[config.mk]
export PLATFORM = sky130hd
export DESIGN_NAME = pol_core
export DESIGN_NICKNAME = d
export VERILOG_FILES = /design/src/rtl/pol_pkg.sv /design/src/rtl/pol_max_acc.sv /design/src/rtl/pol_core.sv
export SDC_FILE = /design/constraint.sdc
export NUM_CORES = 2
export LEC_CHECK = 0
export BUFFER_PORTS_ARGS = -buffer_cell sky130_fd_sc_hd__buf_2
export CAP_MARGIN = 0
export CORE_AREA = 2 2 419 421
export CTS_BUF_LIST = sky130_fd_sc_hd__clkbuf_16
export CTS_CLUSTER_SIZE = 30
export DETAILED_ROUTE_END_ITERATION = 7
export DIE_AREA = 0 0 421 423
export HOLD_SLACK_MARGIN = 0.08
export SLEW_MARGIN = 20
export SYNTH_ARGS = -nofsm -noshare
export SYNTH_HDL_FRONTEND = slang
export SYNTH_SLANG_ARGS = --single-unit
[constraint.sdc]
create_clock -name clk -period 9.6 [get_ports clk]
set_clock_uncertainty 0.15 [all_clocks]
set_input_delay 0.48 -clock clk [delete_from_list [all_inputs] [get_ports clk]]
set_output_delay 0.48 -clock clk [all_outputs]
set_load 0.01 [all_outputs]
[src/rtl/pol_pkg.sv]
// pol_pkg: shared defaults, lane type and controller state codes.
// Build option POL_SIGNED_EN selects signed lane compare in pol_max_acc.
package pol_pkg;

    localparam int POL_ACT_WIDTH  = 8;
    localparam int POL_LANES      = 64;
    localparam int POL_IDX_WIDTH  = 10;
    localparam int POL_K_WIDTH    = 5;
    localparam int POL_MAX_OUTSTD = 8;

    typedef logic [POL_ACT_WIDTH-1:0] lane_t;

    localparam logic [1:0] IDLE = 2'd0;
    localparam logic [1:0] RUN  = 2'd1;
    localparam logic [1:0] DONE = 2'd2;

endpackage

[src/rtl/pol_max_acc.sv]
// pol_max_acc: lane-wise max-accumulate over the returns of one point.
// POL_SIGNED_EN defined: signed lanes; otherwise unsigned lanes.
module pol_max_acc
    import pol_pkg::*;
#(
    parameter int LANES = POL_LANES,
    parameter int LW    = POL_ACT_WIDTH
) (
    input  logic                clk,
    input  logic                rst,
    input  logic                en,
    input  logic                first,
    input  logic [LANES*LW-1:0] fm,
    output logic [LANES*LW-1:0] res
);

    logic [LANES*LW-1:0] acc;

    function automatic logic lane_gt(
        input logic [LW-1:0] a,
        input logic [LW-1:0] b
    );
`ifdef POL_SIGNED_EN
        return $signed(a) > $signed(b);
`else
        return a > b;
`endif
    endfunction

    // Running max; the first return of a point bypasses the accumulator.
    always_comb begin
        res = fm;
        for (int j = 0; j < LANES; j++) begin
            if (!first && lane_gt(acc[j*LW +: LW], fm[j*LW +: LW]))
                res[j*LW +: LW] = acc[j*LW +: LW];
        end
    end

    // Accumulator captures the merged vector on every accepted return.
    always_ff @(posedge clk) begin
        if (rst)
            acc <= '0;
        else if (en)
            acc <= res;
    end

endmodule

[src/rtl/pol_core.sv]
// pol_core: one pooling core; issues neighbour addresses, max-reduces
// K returns per point, emits pooled vectors. Option: POL_SIGNED_EN.
module pol_core
    import pol_pkg::*;
#(
    parameter int POOL_COMP_CORE = POL_LANES,
    parameter int ACT_WIDTH      = POL_ACT_WIDTH,
    parameter int IDX_WIDTH      = POL_IDX_WIDTH,
    parameter int K_WIDTH        = POL_K_WIDTH,
    parameter int MAX_OUTSTD     = POL_MAX_OUTSTD
) (
    input  logic                                clk,
    input  logic                                rst,
    input  logic                                CCUPOL_Start,
    input  logic [K_WIDTH-1:0]                  CCUPOL_K,
    input  logic [IDX_WIDTH-1:0]                CCUPOL_NumPnt,
    output logic                                POLCCU_Done,
    input  logic [IDX_WIDTH-1:0]                GLBPOL_Idx,
    input  logic                                GLBPOL_IdxVld,
    output logic                                POLGLB_IdxRdy,
    output logic [IDX_WIDTH-1:0]                POLMIF_Addr,
    output logic                                POLMIF_AddrVld,
    input  logic                                MIFPOL_Rdy,
    input  logic [ACT_WIDTH*POOL_COMP_CORE-1:0] MIFPOL_Fm,
    input  logic                                MIFPOL_FmVld,
    output logic                                MIFPOL_FmRdy,
    output logic [ACT_WIDTH*POOL_COMP_CORE-1:0] POLGLB_Fm,
    output logic                                POLGLB_FmVld,
    input  logic                                GLBPOL_FmRdy
);

    localparam int FW = ACT_WIDTH * POOL_COMP_CORE;
    localparam int CW = K_WIDTH + IDX_WIDTH;
    localparam int OW = $clog2(MAX_OUTSTD + 1);

    logic [1:0]           state;
    logic [K_WIDTH-1:0]   k_reg;
    logic [K_WIDTH-1:0]   kcnt;
    logic [IDX_WIDTH-1:0] npnt_reg;
    logic [IDX_WIDTH-1:0] pcnt;
    logic [CW-1:0]        issued;
    logic [CW-1:0]        total;
    logic [OW-1:0]        outstd;
    logic                 run;
    logic                 launch;
    logic                 cfg_zero;
    logic                 idx_acc;
    logic                 fm_acc;
    logic                 out_acc;
    logic                 last_k;
    logic                 last_p;
    logic [FW-1:0]        res;

    assign run      = state == RUN;
    assign launch   = state == IDLE && CCUPOL_Start;
    assign cfg_zero = CCUPOL_K == '0 || CCUPOL_NumPnt == '0;
    assign total    = CW'(k_reg) * CW'(npnt_reg);
    assign last_k   = kcnt == k_reg - K_WIDTH'(1);
    assign last_p   = pcnt == npnt_reg - IDX_WIDTH'(1);

    assign POLGLB_IdxRdy = run && issued < total
                        && outstd < OW'(MAX_OUTSTD)
                        && (!POLMIF_AddrVld || MIFPOL_Rdy);
    assign MIFPOL_FmRdy  = run
                        && !(last_k && POLGLB_FmVld && !GLBPOL_FmRdy);
    assign POLCCU_Done   = state == DONE;

    assign idx_acc = GLBPOL_IdxVld && POLGLB_IdxRdy;
    assign fm_acc  = MIFPOL_FmVld && MIFPOL_FmRdy;
    assign out_acc = POLGLB_FmVld && GLBPOL_FmRdy;

    // Layer sequencing; config is captured with the start pulse.
    always_ff @(posedge clk) begin
        if (rst) begin
            state    <= IDLE;
            k_reg    <= '0;
            npnt_reg <= '0;
        end else begin
            case (state)
                IDLE: begin
                    if (CCUPOL_Start) begin
                        k_reg    <= CCUPOL_K;
                        npnt_reg <= CCUPOL_NumPnt;
                        state    <= cfg_zero ? DONE : RUN;
                    end
                end
                RUN: begin
                    if (out_acc && last_p)
                        state <= DONE;
                end
                DONE:    state <= IDLE;
                default: state <= IDLE;
            endcase
        end
    end

    // Issue count, in-flight credits and per-point counters.
    always_ff @(posedge clk) begin
        if (rst || launch) begin
            issued <= '0;
            outstd <= '0;
            kcnt   <= '0;
            pcnt   <= '0;
        end else begin
            if (idx_acc)
                issued <= issued + CW'(1);
            if (idx_acc && !fm_acc)
                outstd <= outstd + OW'(1);
            else if (!idx_acc && fm_acc)
                outstd <= outstd - OW'(1);
            if (fm_acc)
                kcnt <= last_k ? '0 : kcnt + K_WIDTH'(1);
            if (out_acc)
                pcnt <= pcnt + IDX_WIDTH'(1);
        end
    end

    // Address register slice toward the memory interface.
    always_ff @(posedge clk) begin
        if (rst) begin
            POLMIF_Addr    <= '0;
            POLMIF_AddrVld <= 1'b0;
        end else if (idx_acc) begin
            POLMIF_Addr    <= GLBPOL_Idx;
            POLMIF_AddrVld <= 1'b1;
        end else if (MIFPOL_Rdy) begin
            POLMIF_AddrVld <= 1'b0;
        end
    end

    pol_max_acc #(
        .LANES (POOL_COMP_CORE),
        .LW    (ACT_WIDTH)
    ) u_acc (
        .clk   (clk),
        .rst   (rst),
        .en    (fm_acc),
        .first (kcnt == '0),
        .fm    (MIFPOL_Fm),
        .res   (res)
    );

    // Pooled output: a completing return loads, even while draining.
    always_ff @(posedge clk) begin
        if (rst) begin
            POLGLB_Fm    <= '0;
            POLGLB_FmVld <= 1'b0;
        end else if (fm_acc && last_k) begin
            POLGLB_Fm    <= res;
            POLGLB_FmVld <= 1'b1;
        end else if (GLBPOL_FmRdy) begin
            POLGLB_FmVld <= 1'b0;
        end
    end

endmodule

## After elaboration in Yosys (flattened, before gate mapping)

Index checks and enable logic that the tools add are counted.

| word-level totals | value |
|---|---|
| output and inout bits | 527 |
| logic and storage cells | 263 |
| bits in registers | 1,087 |
| input port bits | 544 |

| cells by class | value |
|---|---|
| $mul | 1 |
| add/sub/neg operators | 7 |
| equality and inequality tests | 6 |
| $lt $le $gt $ge | 66 |
| reductions and logical operators | 96 |
| multiplexer cells | 75 |

Operators with widths:

| kind | count |
|---|---|
| 8-bit greater-than comparator | 64 |
| 8-bit two-way mux | 64 |
| 1-bit logical AND | 78 |
| 15-bit by 1-bit adder with 15-bit output (second input constant) | 1 |
| 15-bit < comparator | 1 |
| 5-bit by 10-bit multiplier with 15-bit output | 1 |
| 10-bit by 1-bit adder with 10-bit output (second input constant) | 1 |
| 10-bit == test | 1 |
| 10-bit zero test | 1 |
| 5-bit zero test | 2 |
| 10-bit by 1-bit subtractor with 10-bit output (second input constant) | 1 |
| 4-bit two-way mux | 2 |
| 1-bit zero test | 6 |
| 2-bit two-way mux | 3 |
| 2-bit nonzero test | 3 |
| 5-bit by 1-bit adder with 5-bit output (second input constant) | 1 |
| 5-bit == test | 1 |
| 5-bit two-way mux | 1 |
| 5-bit by 1-bit subtractor with 5-bit output (second input constant) | 1 |
| 4-bit by 1-bit adder with 4-bit output (second input constant) | 1 |
| 4-bit < comparator (second input constant) | 1 |
| 1-bit two-way mux | 4 |
| 2-bit case mux with 2 select lines | 1 |
| 2-bit AND reduction | 2 |
| other kinds (7) | 9 |

## Depth between registers and ports, before layout

| depth | value |
|---|---|
| depth after elaboration | 10 |
| mapped depth | 30 |
| mapped depth without buffers | 28 |

## By module

Synthesis repeated with hierarchy kept, for this count alone.

| second synthesis, totals | value |
|---|---|
| cells, all modules | 7,872 |
| area, all modules | 64,622.0 um^2 |

Modules (own cells, without submodules):

| module | area an instance (um^2) | cells each | instances | sequential area each (um^2) |
|---|---|---|---|---|
| pol_max_acc | 42,127.9 | 5,022 | 1 | 10,249.8 |
| pol_core | 22,494.1 | 2,850 | 1 | 11,511.0 |

## Least setup slack after synthesis

Ideal clock, no wire load.

| timing | value |
|---|---|
| path kind | register -> register |
| start point | reg k_reg[3] |
| end point | reg outstd[3] |
| data required time | 9.380 ns |
| period minus slack after synthesis | 6.639 ns |
| cell stages (with the launch flop) | 30 |
| library setup time | 0.070 ns |
| path buffers | 2 |
| data arrival time | 6.418 ns |
| setup slack | 2.961 ns |
| cells stage by stage | dfxtp_1 clkbuf_1 and2_1 fa_1 fa_1 inv_1 fa_1 inv_1 ha_1 o21ai_0 nor2_1 nor4_1 nor2_1 a21oi_1 xor2_1 ha_1 a21o_2 a2111oi_4 o211a_1 o21ai_2 clkinv_1 buf_2 ha_1 inv_1 ha_1 a21o_1 a21oi_1 xnor2_1 or3_1 a21oi_1 |

| on the way | value |
|---|---|
| elaborated cells on any way between the ends | 19 |
| those cells by class | add/sub: 1; mul: 1; order compare: 1; eq/ne: 1; mux: 1; reduce/logical: 14 |

RTL lines:

| element | RTL line | text |
|---|---|---|
| start, declared | pol_core.sv:37 | `logic [K_WIDTH-1:0] k_reg;` |
| start signal, assigned | pol_core.sv:76 | `k_reg <= '0;` |
| start signal, assigned | pol_core.sv:82 | `k_reg <= CCUPOL_K;` |
| 5-bit by 10-bit multiplier with 15-bit output * | pol_core.sv:57 | `assign total = CW'(k_reg) * CW'(npnt_reg);` |
| 15-bit < comparator * | pol_core.sv:61 | `assign POLGLB_IdxRdy = run && issued < total` |
| 1-bit logical AND * | pol_core.sv:61 |  |
| 1-bit logical AND * | pol_core.sv:62 | `&& outstd < OW'(MAX_OUTSTD)` |
| 1-bit logical AND * | pol_core.sv:63 | `&& (!POLMIF_AddrVld \|\| MIFPOL_Rdy);` |
| 1-bit logical AND * | pol_core.sv:68 | `assign idx_acc = GLBPOL_IdxVld && POLGLB_IdxRdy;` |
| via idx_acc | pol_core.sv:47 | `logic idx_acc;` |
| 1-bit zero test | pol_core.sv:109 | `else if (!idx_acc && fm_acc)` |
| 1-bit logical AND | pol_core.sv:109 |  |
| 2-bit nonzero test (no line) | -- |  |
| end signal, assigned | pol_core.sv:108 | `outstd <= outstd + OW'(1);` |
| end signal, assigned | pol_core.sv:110 | `outstd <= outstd - OW'(1);` |
| end, declared | pol_core.sv:43 | `logic [OW-1:0] outstd;` |

Mark *: on every way through the listed nets, which the timed path passes. The rest lies on a longest branch.
A chain may end at the register's enable or synchronous reset.

## Worst setup path after layout

| timing | value |
|---|---|
| start point | reg k_reg[3] |
| end point | reg outstd[3] |

| on the way | value |
|---|---|
| word-level cells in the longest chain between the ends | 10 |
| elaborated cells on any way between the ends | 19 |
| those cells by class | add/sub: 1; mul: 1; order compare: 1; eq/ne: 1; mux: 1; reduce/logical: 14 |

RTL lines:

| element |
|---|
| branches (longest 10 deep; another with 5-bit by 10-bit multiplier with 15-bit output) |

Parallel ways; which one is timed is not known.

==> out/results.ini <==
[worst_setup_path]
rr_worst_depth=25
max_stage_delay_ns=0.64
crit_path_max_fanout=14
end_kind=register
critPathCapture=outstd[3]$_SDFFE_PP0P_
cp-startpoint=k_reg[3]$_SDFFE_PP0P_
worst_ep_required_time_ns=10.14
arrival_ns=8.20
r2r_slack_ns=1.94
start_kind=register
crit_type=register to register
crit_slowest_cell=dfxtp_1
r2r-end=outstd[3]$_SDFFE_PP0P_
timing.rr.start=k_reg[3]$_SDFFE_PP0P_

[clock_tree]
tritoncts=done
root_buffer=clkbuf_16
cts_buffers=134
cts.htree.levels=4
clk_latency_ns=0.78
clock-sinks=1087
clk_pin_slew_ns=0.06
ctsResizeCount=0
cts_buffer_depth=3

[logic_synthesis]
ys_seq_area_share_pct=34.62
yosysUniqueCellTypes=61
syn_area_um2=62850
synthTopCellsByArea=dfxtp_1 35%, mux2i_1 17%, ha_1 11%
synth_ff_type=dfxtp_1
synth.top_cell.area_share_pct=34.62
ys_warn_count=0
synth_top_cell_by_area=dfxtp_1
synth_most_common_cell=dfxtp_1
avgSynthCellArea_um2=9.005
syn_nets=8107
ys_ff_latch=1087
synthTopCellsByCount=1,087 x dfxtp_1, 1,038 x mux2i_1, 1,031 x nand2b_1
synth_cells=6980
ys_async_sr_fraction_pct=0
synth-edff-count=0

[global_route]
antenna_found_initial=65
grtUsageTotal_pct=22.13
grt-ovfl-total=0
grt_pass1_wl_mm=312.5
grt_max_degree=287
grt_pass1_vias=52670

[route]
routed_wl_mm=205.3
wl_per_cell_um=18.93
top_layer_used=met5
via_count=53950
met2WireLength_mm=96.50
viasPerCell=4.976
route.antenna.remaining_nets=0
dr_wl_met3_mm=10.31
drtPass1Iterations=5
m1WireLength_mm=88.85
drc=0
drtIter0Drc=2689

[floorplan]
rows=153
die_h_um=423
core_area_um2=173200
die_area_um2=178100
io_pins=1071
start_util_pct=36.28
die-width_um=421

[worst_hold_path]
min_path_cells=2
min_path_type=register to register

[sta]
setup-tns-final_ns=0
maxSlewHeadroom_pct=10.78
final-hold-violation-count=0
setup_viol=0
worstMarginPinSlew_ns=1.338
max_freq_ghz=0.1305
period_needed_ns=7.661
slew_viol_final=0
rsz0062_at_grt=false
finalCritPeriodShare_pct=79.81
timing.hold.ws_ns=0.3342

[power_and_ir_drop]
ir_drop_mv=0.1454
pwr_density_cell_nw_per_um2=140.1
totalPowerFinal_w=0.01114
leakagePower_nw=37.35

[layout]
drive_gt1_share_pct=16.02
syn2layout_area_growth_pct=26.55
nNetsFinal=9492
postLayoutCellArea_um2=79540
stdcell_count=10840
reg_top3=POLGLB_Fm x512, u_acc.acc x512, issued x15

[place]
dpl.cell_count=10010
io_buffers=1070
dpl.hpwl_mm=153.9
postPlaceCellArea_um2=69700
place_congestion=0.9561

[outcome]
run_status=completed

[run]
cap_violations=0

[logic make-up (layout without fill, tap and decap cells)]
logic type	Yosys count	count (layout)	share of synthesized area, %
mux	1038	1038	16.53
fa+ha+maj	583	583	11.90
buf+inv	948	2438	6.080
compound gates	1070	1070	11.45
other cells	0	48	0
xor+xnor	43	43	0.5992
simple gates	2211	2211	18.81
flops	1087	1087	34.62
[metal layers]
metal,GRT usage (%),vias to the layer above
met2,36.81,1116
met3,5.018,413
met1,27.01,25560
li1,-,26850
met4,10.35,14
met5,0,-
[metrics by stage]
step	util [%]	setup WS (ns)
global route	45.90	1.354
CTS	45.84	1.898
finish	45.91	1.939
floorplan	-	2.961
detailed placement	40.23	1.973
global placement	40.23	2.140
[layout make-up]
type / count / area (um2)
fill: 16720 / 93710
antenna: 48 / 120.1
inverter: 558 / 2095
multi-input combinational: 4945 / 37290
timing repair buffer: 1639 / 11100
clock inverter: 101 / 758.2
clock buffer: 140 / 3503
sequential: 1087 / 21760
tap: 2325 / 2909
[power by group]
part           total, W  switching (W)  internal, W  leakage, nW
Combinational   0.00142       0.000737     0.000684         26.4
Clock           0.00500        0.00212      0.00288         2.19
Sequential      0.00472      0.0000996      0.00462         8.80
Total            0.0111        0.00295      0.00819         37.3
[placed cells by master, fill, tap and decap left out, types with 28 or more instances in the layout]
| cell | Yosys | layout |
|---|---|---|
| dfxtp_1 | 1087 | 1087 |
| ha_1 | 558 | 558 |
| nand2b_1 | 1031 | 1031 |
| a211oi_1 | 517 | 517 |
| clkinv_1 | 1 | 28 |
| o21ai_0 | 79 | 79 |
| nand4_1 | 132 | 132 |
| o211ai_1 | 69 | 69 |
| o21ai_2 | 58 | 58 |
| diode_2 | 0 | 48 |
| and2_1 | 36 | 36 |
| buf_2 | 186 | 1069 |
| nor2_1 | 688 | 688 |
| a21oi_1 | 301 | 301 |
| nand2_1 | 129 | 129 |
| clkbuf_16 | 0 | 140 |
| dlygate4sd3_1 | 0 | 544 |
| inv_1 | 557 | 584 |
| mux2i_1 | 1038 | 1038 |
| nor2b_1 | 131 | 130 |
[critical path, delay by kind of cell (launching register included)]
| family | cells | cell delay [ns] |
|---|---|---|
| AO/OA/AOI/OAI | 10 | 2.23 |
| buffers and inverters | 3 | 0.73 |
| AND/OR/NAND/NOR | 3 | 0.61 |
| XOR/XNOR | 2 | 0.25 |
| flip-flops | 1 | 0.64 |
| adder cells (fa/ha/maj) | 7 | 2.95 |
[worst min-delay path by stage]
stage                                           start  slack, ns                           to
after floorplan               issued[14]$_SDFFE_PP0P_       0.31      issued[14]$_SDFFE_PP0P_
after global placement    POLMIF_Addr[0]$_SDFFE_PP0P_       0.32  POLMIF_Addr[0]$_SDFFE_PP0P_
after detailed placement  u_acc.acc[328]$_SDFFE_PP0P_       0.33  u_acc.acc[328]$_SDFFE_PP0P_
after CTS                               GLBPOL_Idx[4]       0.28  POLMIF_Addr[4]$_SDFFE_PP0P_
after global routing                    GLBPOL_Idx[6]       0.33  POLMIF_Addr[6]$_SDFFE_PP0P_
final                       u_acc.acc[0]$_SDFFE_PP0P_       0.33    u_acc.acc[0]$_SDFFE_PP0P_
[repair_timing]
| item | CTS | global route |
|---|---|---|
| buffers inserted | 0 | 0 |
| endpoints found under the hold margin | 1048 | 0 |
| hold buffers | 544 | 0 |
Note: power is estimated with default switching activity, not from simulation.
